--- config.mk ---
export PLATFORM = sky130hd
export DESIGN_NAME = copr_share_arbiter
export DESIGN_NICKNAME = d
export VERILOG_FILES = /design/src/rtl/copr_share_arbiter_pkg.sv /design/src/rtl/copr_id_fifo.sv /design/src/rtl/copr_share_arbiter.sv
export SDC_FILE = /design/constraint.sdc
export NUM_CORES = 1
export LEC_CHECK = 0
export CAP_MARGIN = 25
export CORE_AREA = 2 2 121 123
export DETAILED_ROUTE_END_ITERATION = 10
export DIE_AREA = 0 0 123 125
export GPL_TIMING_DRIVEN = 1
export SLEW_MARGIN = 5
export SYNTH_ARGS = -nofsm -noshare
export SYNTH_HDL_FRONTEND = slang
export SYNTH_SLANG_ARGS = --single-unit
--- constraint.sdc ---
create_clock -name clk_i -period 6.1 [get_ports clk_i]
set_clock_uncertainty 0.2 [all_clocks]
set_input_delay 0.61 -clock clk_i [delete_from_list [all_inputs] [get_ports clk_i]]
set_output_delay 0.61 -clock clk_i [all_outputs]
set_load 0.01 [all_outputs]
--- src/rtl/copr_share_arbiter_pkg.sv ---
// Shared types for the coprocessor share arbiter: datapath width, ROB tag and requester ID.
package copr_share_arbiter_pkg;
  localparam int XLEN       = 32;
  localparam int ROB_IDX_W  = 6;
  localparam int COPR_N_REQ = 2;

  typedef logic [ROB_IDX_W-1:0] rob_idx_t;
  typedef logic [$clog2(COPR_N_REQ)-1:0] copr_req_id_t;

  // Width of a requester ID; a single requester still needs one bit to hold it.
  function automatic int id_width(input int n_req);
    return (n_req > 1) ? $clog2(n_req) : 1;
  endfunction
endpackage

--- src/rtl/copr_id_fifo.sv ---
// Synchronous FIFO holding the requester ID of each op issued to the coprocessor, oldest first.
module copr_id_fifo #(
  parameter int DEPTH = 8,
  parameter int W     = 1
) (
  input  logic         clk_i,
  input  logic         rst_i,
  input  logic         flush_i,
  input  logic         push_i,
  input  logic [W-1:0] data_i,
  input  logic         pop_i,
  output logic [W-1:0] data_o,
  output logic         full_o,
  output logic         empty_o
);
  localparam int PTR_W = $clog2(DEPTH);
  localparam int CNT_W = PTR_W + 1;

  logic [W-1:0]     mem_q [DEPTH];
  logic [PTR_W-1:0] wr_ptr_q, rd_ptr_q;
  logic [CNT_W-1:0] count_q;
  logic             push_ok, pop_ok;

  assign full_o  = (count_q == CNT_W'(DEPTH));
  assign empty_o = (count_q == '0);
  assign push_ok = push_i & ~full_o;
  assign pop_ok  = pop_i & ~empty_o;
  assign data_o  = mem_q[rd_ptr_q];

  // NOTE: sequential state is written with non-blocking assignments only, so every
  // register in this clocked block samples pre-edge values regardless of statement order.
  always_ff @(posedge clk_i) begin
    if (rst_i || flush_i) begin
      wr_ptr_q <= '0;
      rd_ptr_q <= '0;
      count_q  <= '0;
    end else begin
      if (push_ok) wr_ptr_q <= wr_ptr_q + PTR_W'(1);
      if (pop_ok)  rd_ptr_q <= rd_ptr_q + PTR_W'(1);
      case ({push_ok, pop_ok})
        2'b10:   count_q <= count_q + CNT_W'(1);
        2'b01:   count_q <= count_q - CNT_W'(1);
        default: count_q <= count_q;
      endcase
    end
  end

  // NOTE: storage is deliberately not reset; the pointers and count alone decide which
  // entries are valid, so clearing the array would only add reset fan-out.
  always_ff @(posedge clk_i) begin
    if (push_ok) mem_q[wr_ptr_q] <= data_i;
  end
endmodule

--- src/rtl/copr_share_arbiter.sv ---
// Shares one in-order coprocessor EU among N_REQ requesters: arbitrates issue, remembers the
// issuing requester per op, and steers each returning result back to that requester.
module copr_share_arbiter
  import copr_share_arbiter_pkg::*;
#(
  parameter int N_REQ        = 2,
  parameter int MAX_INFLIGHT = 8,
  parameter int CTL_LEN      = 4,
  parameter bit RR_ARBITER   = 1'b1
) (
  input  logic                         clk_i,
  input  logic                         rst_i,
  input  logic                         flush_i,
  input  logic [N_REQ-1:0]             req_valid_i,
  output logic [N_REQ-1:0]             req_ready_o,
  input  logic [N_REQ*CTL_LEN-1:0]     req_ctl_i,
  input  logic [N_REQ*ROB_IDX_W-1:0]   req_tag_i,
  input  logic [N_REQ*XLEN-1:0]        req_rs1_i,
  input  logic [N_REQ*XLEN-1:0]        req_rs2_i,
  output logic                         copr_valid_o,
  input  logic                         copr_ready_i,
  output logic [CTL_LEN-1:0]           copr_ctl_o,
  output rob_idx_t                     copr_tag_o,
  output logic [XLEN-1:0]              copr_rs1_o,
  output logic [XLEN-1:0]              copr_rs2_o,
  input  logic                         copr_valid_i,
  output logic                         copr_ready_o,
  input  rob_idx_t                     copr_tag_i,
  input  logic [XLEN-1:0]              copr_result_i,
  output logic [N_REQ-1:0]             resp_valid_o,
  input  logic [N_REQ-1:0]             resp_ready_i,
  output rob_idx_t                     resp_tag_o,
  output logic [XLEN-1:0]              resp_result_o,
  output logic                         err_o
);
  localparam int ID_W = id_width(N_REQ);

  logic [ID_W-1:0] rr_ptr_q, rr_ptr_d;
  logic [ID_W-1:0] grant, head_id;
  logic            err_q, err_set;
  logic            fifo_full, fifo_empty;
  logic            blocked, any_valid, issue_fire, pop;

  // Reset and flush both freeze the handshakes for the current cycle.
  assign blocked   = rst_i | flush_i;
  assign any_valid = |req_valid_i;

  // NOTE: every always_comb output gets a default before any branch, so no path
  // leaves a variable unassigned and no latch is inferred.
  always_comb begin : arbitrate
    int idx;
    logic found;
    grant = '0;
    found = 1'b0;
    idx   = 0;
    for (int i = 0; i < N_REQ; i++) begin
      if (RR_ARBITER) begin
        idx = int'(rr_ptr_q) + i;
        if (idx >= N_REQ) idx = idx - N_REQ;
      end else begin
        idx = i;
      end
      if (!found && req_valid_i[idx]) begin
        grant = ID_W'(idx);
        found = 1'b1;
      end
    end
  end

  assign copr_valid_o = any_valid & ~fifo_full & ~blocked;
  assign issue_fire   = copr_valid_o & copr_ready_i;

  always_comb begin : issue_route
    req_ready_o        = '0;
    req_ready_o[grant] = issue_fire;
    copr_ctl_o         = req_ctl_i[grant*CTL_LEN +: CTL_LEN];
    copr_tag_o         = req_tag_i[grant*ROB_IDX_W +: ROB_IDX_W];
    copr_rs1_o         = req_rs1_i[grant*XLEN +: XLEN];
    copr_rs2_o         = req_rs2_i[grant*XLEN +: XLEN];
    rr_ptr_d           = rr_ptr_q;
    if (issue_fire) begin
      rr_ptr_d = (int'(grant) == N_REQ - 1) ? '0 : grant + ID_W'(1);
    end
  end

  // Results with nothing in flight are drained and flagged rather than stalling the EU.
  always_comb begin : result_route
    resp_valid_o = '0;
    copr_ready_o = 1'b1;
    pop          = 1'b0;
    err_set      = 1'b0;
    if (!blocked) begin
      if (fifo_empty) begin
        err_set = copr_valid_i;
      end else begin
        copr_ready_o          = resp_ready_i[head_id];
        resp_valid_o[head_id] = copr_valid_i;
        pop                   = copr_valid_i & resp_ready_i[head_id];
      end
    end
  end

  assign resp_tag_o    = copr_tag_i;
  assign resp_result_o = copr_result_i;
  assign err_o         = err_q;

  always_ff @(posedge clk_i) begin
    if (rst_i) begin
      rr_ptr_q <= '0;
      err_q    <= 1'b0;
    end else begin
      rr_ptr_q <= rr_ptr_d;
      err_q    <= err_q | err_set;
    end
  end

  copr_id_fifo #(
    .DEPTH (MAX_INFLIGHT),
    .W     (ID_W)
  ) u_id_fifo (
    .clk_i   (clk_i),
    .rst_i   (rst_i),
    .flush_i (flush_i),
    .push_i  (issue_fire),
    .data_i  (grant),
    .pop_i   (pop),
    .data_o  (head_id),
    .full_o  (fifo_full),
    .empty_o (fifo_empty)
  );
endmodule

==> results.toml, run 1 <==
[synthesis]
avgSynthCellArea_um2 = 6.00
synthMuxAreaShare_pct = 5.20
yosys.area.top_type = "nand2_1"
netlist_instances = 385
synth_compound_area_share_pct = 2.98
yosysWarnings = 0
synthAdderAreaFrac_pct = 2.71
ys_ff_latch = 23
ys_top_cells_by_area = "nand2_1 37%, dfxtp_1 13%, buf_4 12%"
synth_top_area_share_pct = 37.2
synth_xor_xnor_area_share_pct = 2.98
synth-simple-area-share_pct = 46.9
syn_area_um2 = 2310
synth_top_family_by_area = "simple AND/OR/NAND/NOR gates"
yosysUniqueCellTypes = 36
ys_seq_area_share_pct = 23.4
synth_nets = 585

[clocking]
cts_sinks = 23
cts_buffer_depth = 2
h-tree-depth = 1
cts_made_buffers = 3
cts.clk_slew.worst_paths_ns = 0.06
post_cts_resized = 0
cts_tree = "yes"
cts_root_buf = "clkbuf_16"
hold_buffers = 0
clkLatencyLatePin_ns = 0.25
cts_setup_buffers = 0

[worst_hold_path]
holdCritPathClass = "flop to flop"

[outcome]
status = "completed"

[setup_path]
cp_cell_sequence = "clkdlybuf4s50_1 > o21ai_4 > inv_2 > buf_4 > nand2_1 > nand2_1 > clkdlybuf4s50_1"
worst-path-buf-inv = 4
worstPathMaxFanout = 42
worstSetupPathType = "input pin to output pin"
crit_slowest_cell = "clkdlybuf4s50_1"
worst_ep_arrival_time_ns = 3.05
cp-end-kind = "output pin"
slowest_delay_ns = 0.55
cp-start-kind = "input pin"
cp_top_family = "buffers and inverters"
cp.required_ns = 5.29

[timing]
slew_viol_final = 0
fin_setup_tns_ns = 0
min_period_ns = 3.86
max_slew_margin_pct = 49.4
setup_viol = 0
period_share_pct = 63.3
timing.fmax_mhz = 259
rsz0062_at_grt = "no"
max_slew.worst_pin.slew_ns = 0.758
hold_violations = 0

[finish]
area_growth_pct = 102
multi_input_comb_area_um2 = 1410
diodes = 0
final_common_cell = "clkdlybuf4s50_1"
fillCellCount = 1541
mostFrequentLayoutCells = "237 x clkdlybuf4s50_1, 229 x nand2_1, 20 x nor2_1, 15 x dfxtp_1, 8 x edfxtp_1"
regArea_um2 = 541
nNetsFinal = 773
fin_cells = 756
drive_above_1_share_pct = 3.15

[power]
combPwrFrac_pct = 49.4
p_int_w = 0.000430
p_leak_nw = 2.03
ir_drop_mv = 0.0894
swShare_pct = 27.8
pwr-share-seq_pct = 27.1
p_sw_w = 0.000165
power_w = 0.000595
power_density_nw_per_um2 = 128
clkPwrFrac_pct = 23.5

[detailed_routing]
dr.pass1.iters = 4
wl_mm = 10.7
avgViaCountPerCell = 3.94
post_drt_wl_per_cell_um = 14.1
vias = 2980
route.detailed.drc = 0
drt-initial-drc-count = 117
antenna_left = 0

[placement]
place_congestion = 0.881
numPortBuffers = 237
numPlacedInstances = 752
dp_hpwl_mm = 8.88

[die]
num_rows = 44
ios = 314
core_region_area_um2 = 14200
die_w_um = 123
dieArea_um2 = 15400
die_h_um = 125
start_util_pct = 16.3

[job]
cap_violations = 0

[global_routing]
grt-busiest-layer = "met2"
grt_max_degree = 76
first_global_vias = 2999
use_met1_pct = 15.0
grt_util_all_layers_pct = 13.2
antenna_found_initial = 0
use_met2_pct = 24.3
grt_pass1_wl_mm = 15.9
overflow = 0
use_met3_pct = 4.74
[routing by layer]
layer | part of all wire [%] | routed length (um) | vias up
li1 | - | - | 1535
met1 | 40 | 4220 | 1293
met2 | 50 | 5380 | 150
met3 | 9.7 | 1030 | 2
met4 | 0.25 | 27 | 0
met5 | 0 | 0 | -
[worst paths after layout]
check	from	slack (ns)	cells past startpoint	endpoint
setup / recovery	req_valid_i[1]	2.24	7	copr_ctl_o[0]
hold / removal	u_id_fifo.rd_ptr_q[1]	0.27	2	u_id_fifo.rd_ptr_q[1]
setup reg to reg	flop	2.97	10	u_id_fifo.count_q[2]
hold reg to reg	u_id_fifo.rd_ptr_q[1]	0.27	2	u_id_fifo.rd_ptr_q[1]
[worst reg2reg max path, cell delays in order, from the launching register on]
cell and delay, ns:
dfxtp_1 0.37, mux4_2 0.54, mux2i_4 0.24, mux2i_4 0.41, ha_1 0.31, xor2_1 0.18, ha_1 0.16, a21oi_1 0.05
xor2_1 0.16, or3_1 0.31, a21oi_1 0.14
[synth_stat cells (all sizes together)]
| master | instances |
|---|---|
| a31oi | 1 |
| nand2 | 231 |
| and3 | 1 |
| mux2i | 5 |
| o21ai | 5 |
| mux4 | 2 |
| ha | 5 |
| xnor2 | 2 |
| and3b | 1 |
| buf | 40 |
| or3 | 1 |
| nand3 | 3 |
| nor2 | 20 |
| dfxtp | 15 |
| nor3b | 1 |
| nand2b | 2 |
| edfxtp | 8 |
| or2 | 2 |
| or4 | 1 |
| nand4 | 2 |
| nor4 | 1 |
| inv | 3 |
| nor3 | 4 |
| nand3b | 1 |
| nor2b | 1 |
| a21oi | 5 |
| a211oi | 1 |
| xor2 | 5 |
| clkbuf | 16 |
[layout make-up]
type                       instances  share of cell area [%]
timing repair buffer             239                    51.2
clock buffer                       3                    1.61
clock inverter                     1                   0.107
sequential                        23                    11.6
tap                              184                    4.94
inverter                           3                   0.241
multi-input combinational        303                    30.3
[power groups by stage]
stage | combinational [W] | clock, W | sequential (W)
after floorplan | 0.000114 | 0 | 0.000164
after global placement | 0.000295 | 0 | 0.000164
after detailed placement | 0.000295 | 0 | 0.000165
after CTS | 0.000298 | 0.000143 | 0.000161
after global routing | 0.000318 | 0.000150 | 0.000161
final | 0.000294 | 0.000140 | 0.000161
[kinds of logic (layout without fill, tap and decap cells)]
family / Yosys count / after routing
fa+ha+maj: 5 / 5
xor+xnor: 7 / 7
buf+inv: 59 / 246
compound gates: 12 / 12
simple gates: 272 / 272
mux: 7 / 7
flops: 23 / 23
[stage by stage]
stage / util (%) / hold WS, ns / setup slack, ns / cell area [um^2]
final: 32.8 / 0.272 / 2.24 / 4660
after global routing: 32.8 / 0.303 / 2.09 / 4660
after CTS: 32.8 / 0.277 / 2.20 / 4660
after detailed placement: 32.3 / 0.267 / 2.22 / 4580
after global placement: 32.3 / 0.245 / 2.20 / 4580
after floorplan: - / 0.227 / 3.16 / 2310
Power figures use the tool's default switching activity.
==> run 2: changes to the inputs <==
CORE_AREA = 2 2 122 124   (was 2 2 121 123)
DIE_AREA = 0 0 124 126   (was 0 0 123 125)
clock period = 4 ns   (was 6.1 ns; I/O delays follow)
==> run 2 against run 1 <==
Setup slack got worse by 1.5 ns. Cell count grew 0.13%. Register-to-register slack lost 2.2 ns. Sequential power up 53%. Wire length down 2.5%. Non-clock buffer count is 1 higher. Worst hold slack gained 0.0071 ns. Sequential share of layout area about the same. Clock-buffer cell count did not move. Final area grew 0.43%. Combinational power increased by 53%. Largest cell class unchanged.
==> results.toml, run 2 (synthesized netlist as in run 1, its figures left out) <==
[outcome]
status = "completed"

[timing]
layout_setup_ws_ns = 0.690
timing.fmax_mhz = 302
rsz0062_at_grt = "no"
holdWs_ns = 0.279
fin_setup_tns_ns = 0
period_share_pct = 82.8
setup_viol = 0
min_period_ns = 3.31
max_slew.worst_pin.slew_ns = 0.442
max_slew_margin_pct = 70.5
slew_viol_final = 0
hold_violations = 0

[power]
clkPwrFrac_pct = 23.9
p_sw_w = 0.000255
pwr-share-seq_pct = 26.9
combPwrFrac_pct = 49.2
ir_drop_mv = 0.199
p_int_w = 0.000659
swShare_pct = 27.9
power_density_nw_per_um2 = 195
p_leak_nw = 2.04

[finish]
area_growth_pct = 103
mostFrequentLayoutCells = "237 x clkdlybuf4s50_1, 229 x nand2_1, 20 x nor2_1, 15 x dfxtp_1, 8 x edfxtp_1"
nNetsFinal = 774
fin_cells = 757
final_common_cell = "clkdlybuf4s50_1"
fin_util_pct = 32.7
diodes = 0
drive_above_1_share_pct = 3.32

[clocking]
cts_setup_buffers = 0
clkLatencyLatePin_ns = 0.26
post_cts_resized = 0
hold_buffers = 0
cts_tree = "yes"
cts_sinks = 23
cts.clk_slew.worst_paths_ns = 0.06
cts_root_buf = "clkbuf_16"
cts_buffer_depth = 2
cts_made_buffers = 3
h-tree-depth = 1

[placement]
place_congestion = 0.834
numPlacedInstances = 753
place_ws_ns = 0.483
numPortBuffers = 237
dp_hpwl_mm = 8.56

[die]
core_region_area_um2 = 14300
ios = 314
num_rows = 44
die_w_um = 124
dieArea_um2 = 15600
die_h_um = 126
start_util_pct = 16.1

[worst_hold_path]
worstHoldEndpoint = "u_id_fifo.rd_ptr_q[2]"
hold-path-cell-count = 1
holdCritPathClass = "flop to flop"
hold_path.startpoint = "u_id_fifo.rd_ptr_q[2]"

[global_routing]
antenna_found_initial = 0
grt_util_all_layers_pct = 12.8
first_global_vias = 3026
grt_pass1_wl_mm = 15.7
grt_max_degree = 84
overflow = 0

[detailed_routing]
dr.pass1.iters = 4
vias = 3013
drt-initial-drc-count = 102
wl_mm = 10.4
post_drt_wl_per_cell_um = 13.7
antenna_left = 0
route.detailed.drc = 0
avgViaCountPerCell = 3.98

[setup_path]
worstPathMaxFanout = 11
worst_ep_arrival_time_ns = 2.71
worstSetupPathType = "input pin to output pin"
cp-end-kind = "output pin"
cp.required_ns = 3.40
rr_endpoint = "u_id_fifo.count_q[2]"
rr_worst_depth = 10
cp-start-kind = "input pin"
rrSetupSlack_ns = 0.82

[job]
cap_violations = 0
## run 2: cell types whose count changed in the layout (fill, tap and decap cells not counted)
cell / previous run / this run
buf_12: 0 / 1
## run 2: area by class of cell
| class | instances | area (um^2) |
|---|---|---|
| Fill cell | 1548 | 9630 |
| Timing Repair Buffer | 240 | 2410 |
| Multi-Input combinational cell | 303 | 1410 |
| Sequential cell | 23 | 541 |
| Tap cell | 184 | 230 |
| Clock buffer | 3 | 75.1 |
| Inverter | 3 | 11.3 |
| Clock inverter | 1 | 5.00 |
## run 2: through the flow
step	area (um^2)	total power, W
global placement	4600	0.000701
floorplan	2310	0.000424
detailed placement	4600	0.000704
global route	4680	0.000968
CTS	4680	0.000926
finish	4680	0.000914
## run 2: power groups by stage
| stage | Clock, W | Sequential, W | Combinational (W) |
|---|---|---|---|
| global placement | 0 | 0.000251 | 0.000451 |
| finish | 0.000218 | 0.000246 | 0.000450 |
| floorplan | 0 | 0.000251 | 0.000174 |
| global route | 0.000234 | 0.000246 | 0.000488 |
| CTS | 0.000223 | 0.000246 | 0.000457 |
| detailed placement | 0 | 0.000251 | 0.000453 |
## run 2: worst max path at each step
stage          start                   end  depth (start not counted)
2_1_floorplan   flop  u_id_fifo.count_q[2]                         10
3_3_place_gp   rst_i  u_id_fifo.count_q[2]                         11
3_5_place_dp   rst_i  u_id_fifo.count_q[2]                         11
4_1_cts        rst_i        req_ready_o[1]                          6
5_1_grt        rst_i  u_id_fifo.count_q[2]                         11
6_report       rst_i        req_ready_o[1]                          6
## run 2: critical path, cell delays in order
cell and delay (ns):
clkdlybuf4s50_1 0.45, or2_1 0.38, a211oi_2 0.47, nand2_2 0.19, nor2_1 0.21, clkdlybuf4s50_1 0.60
## run 2: layer usage
| metal | global-route usage, % | vias to the layer above | share of wire, % |
|---|---|---|---|
| li1 | - | 1533 | - |
| met1 | 13.8 | 1312 | 36 |
| met2 | 22.8 | 160 | 51 |
| met3 | 5.71 | 8 | 12 |
| met4 | 2.51 | 0 | 1.1 |
| met5 | 0 | - | 0 |
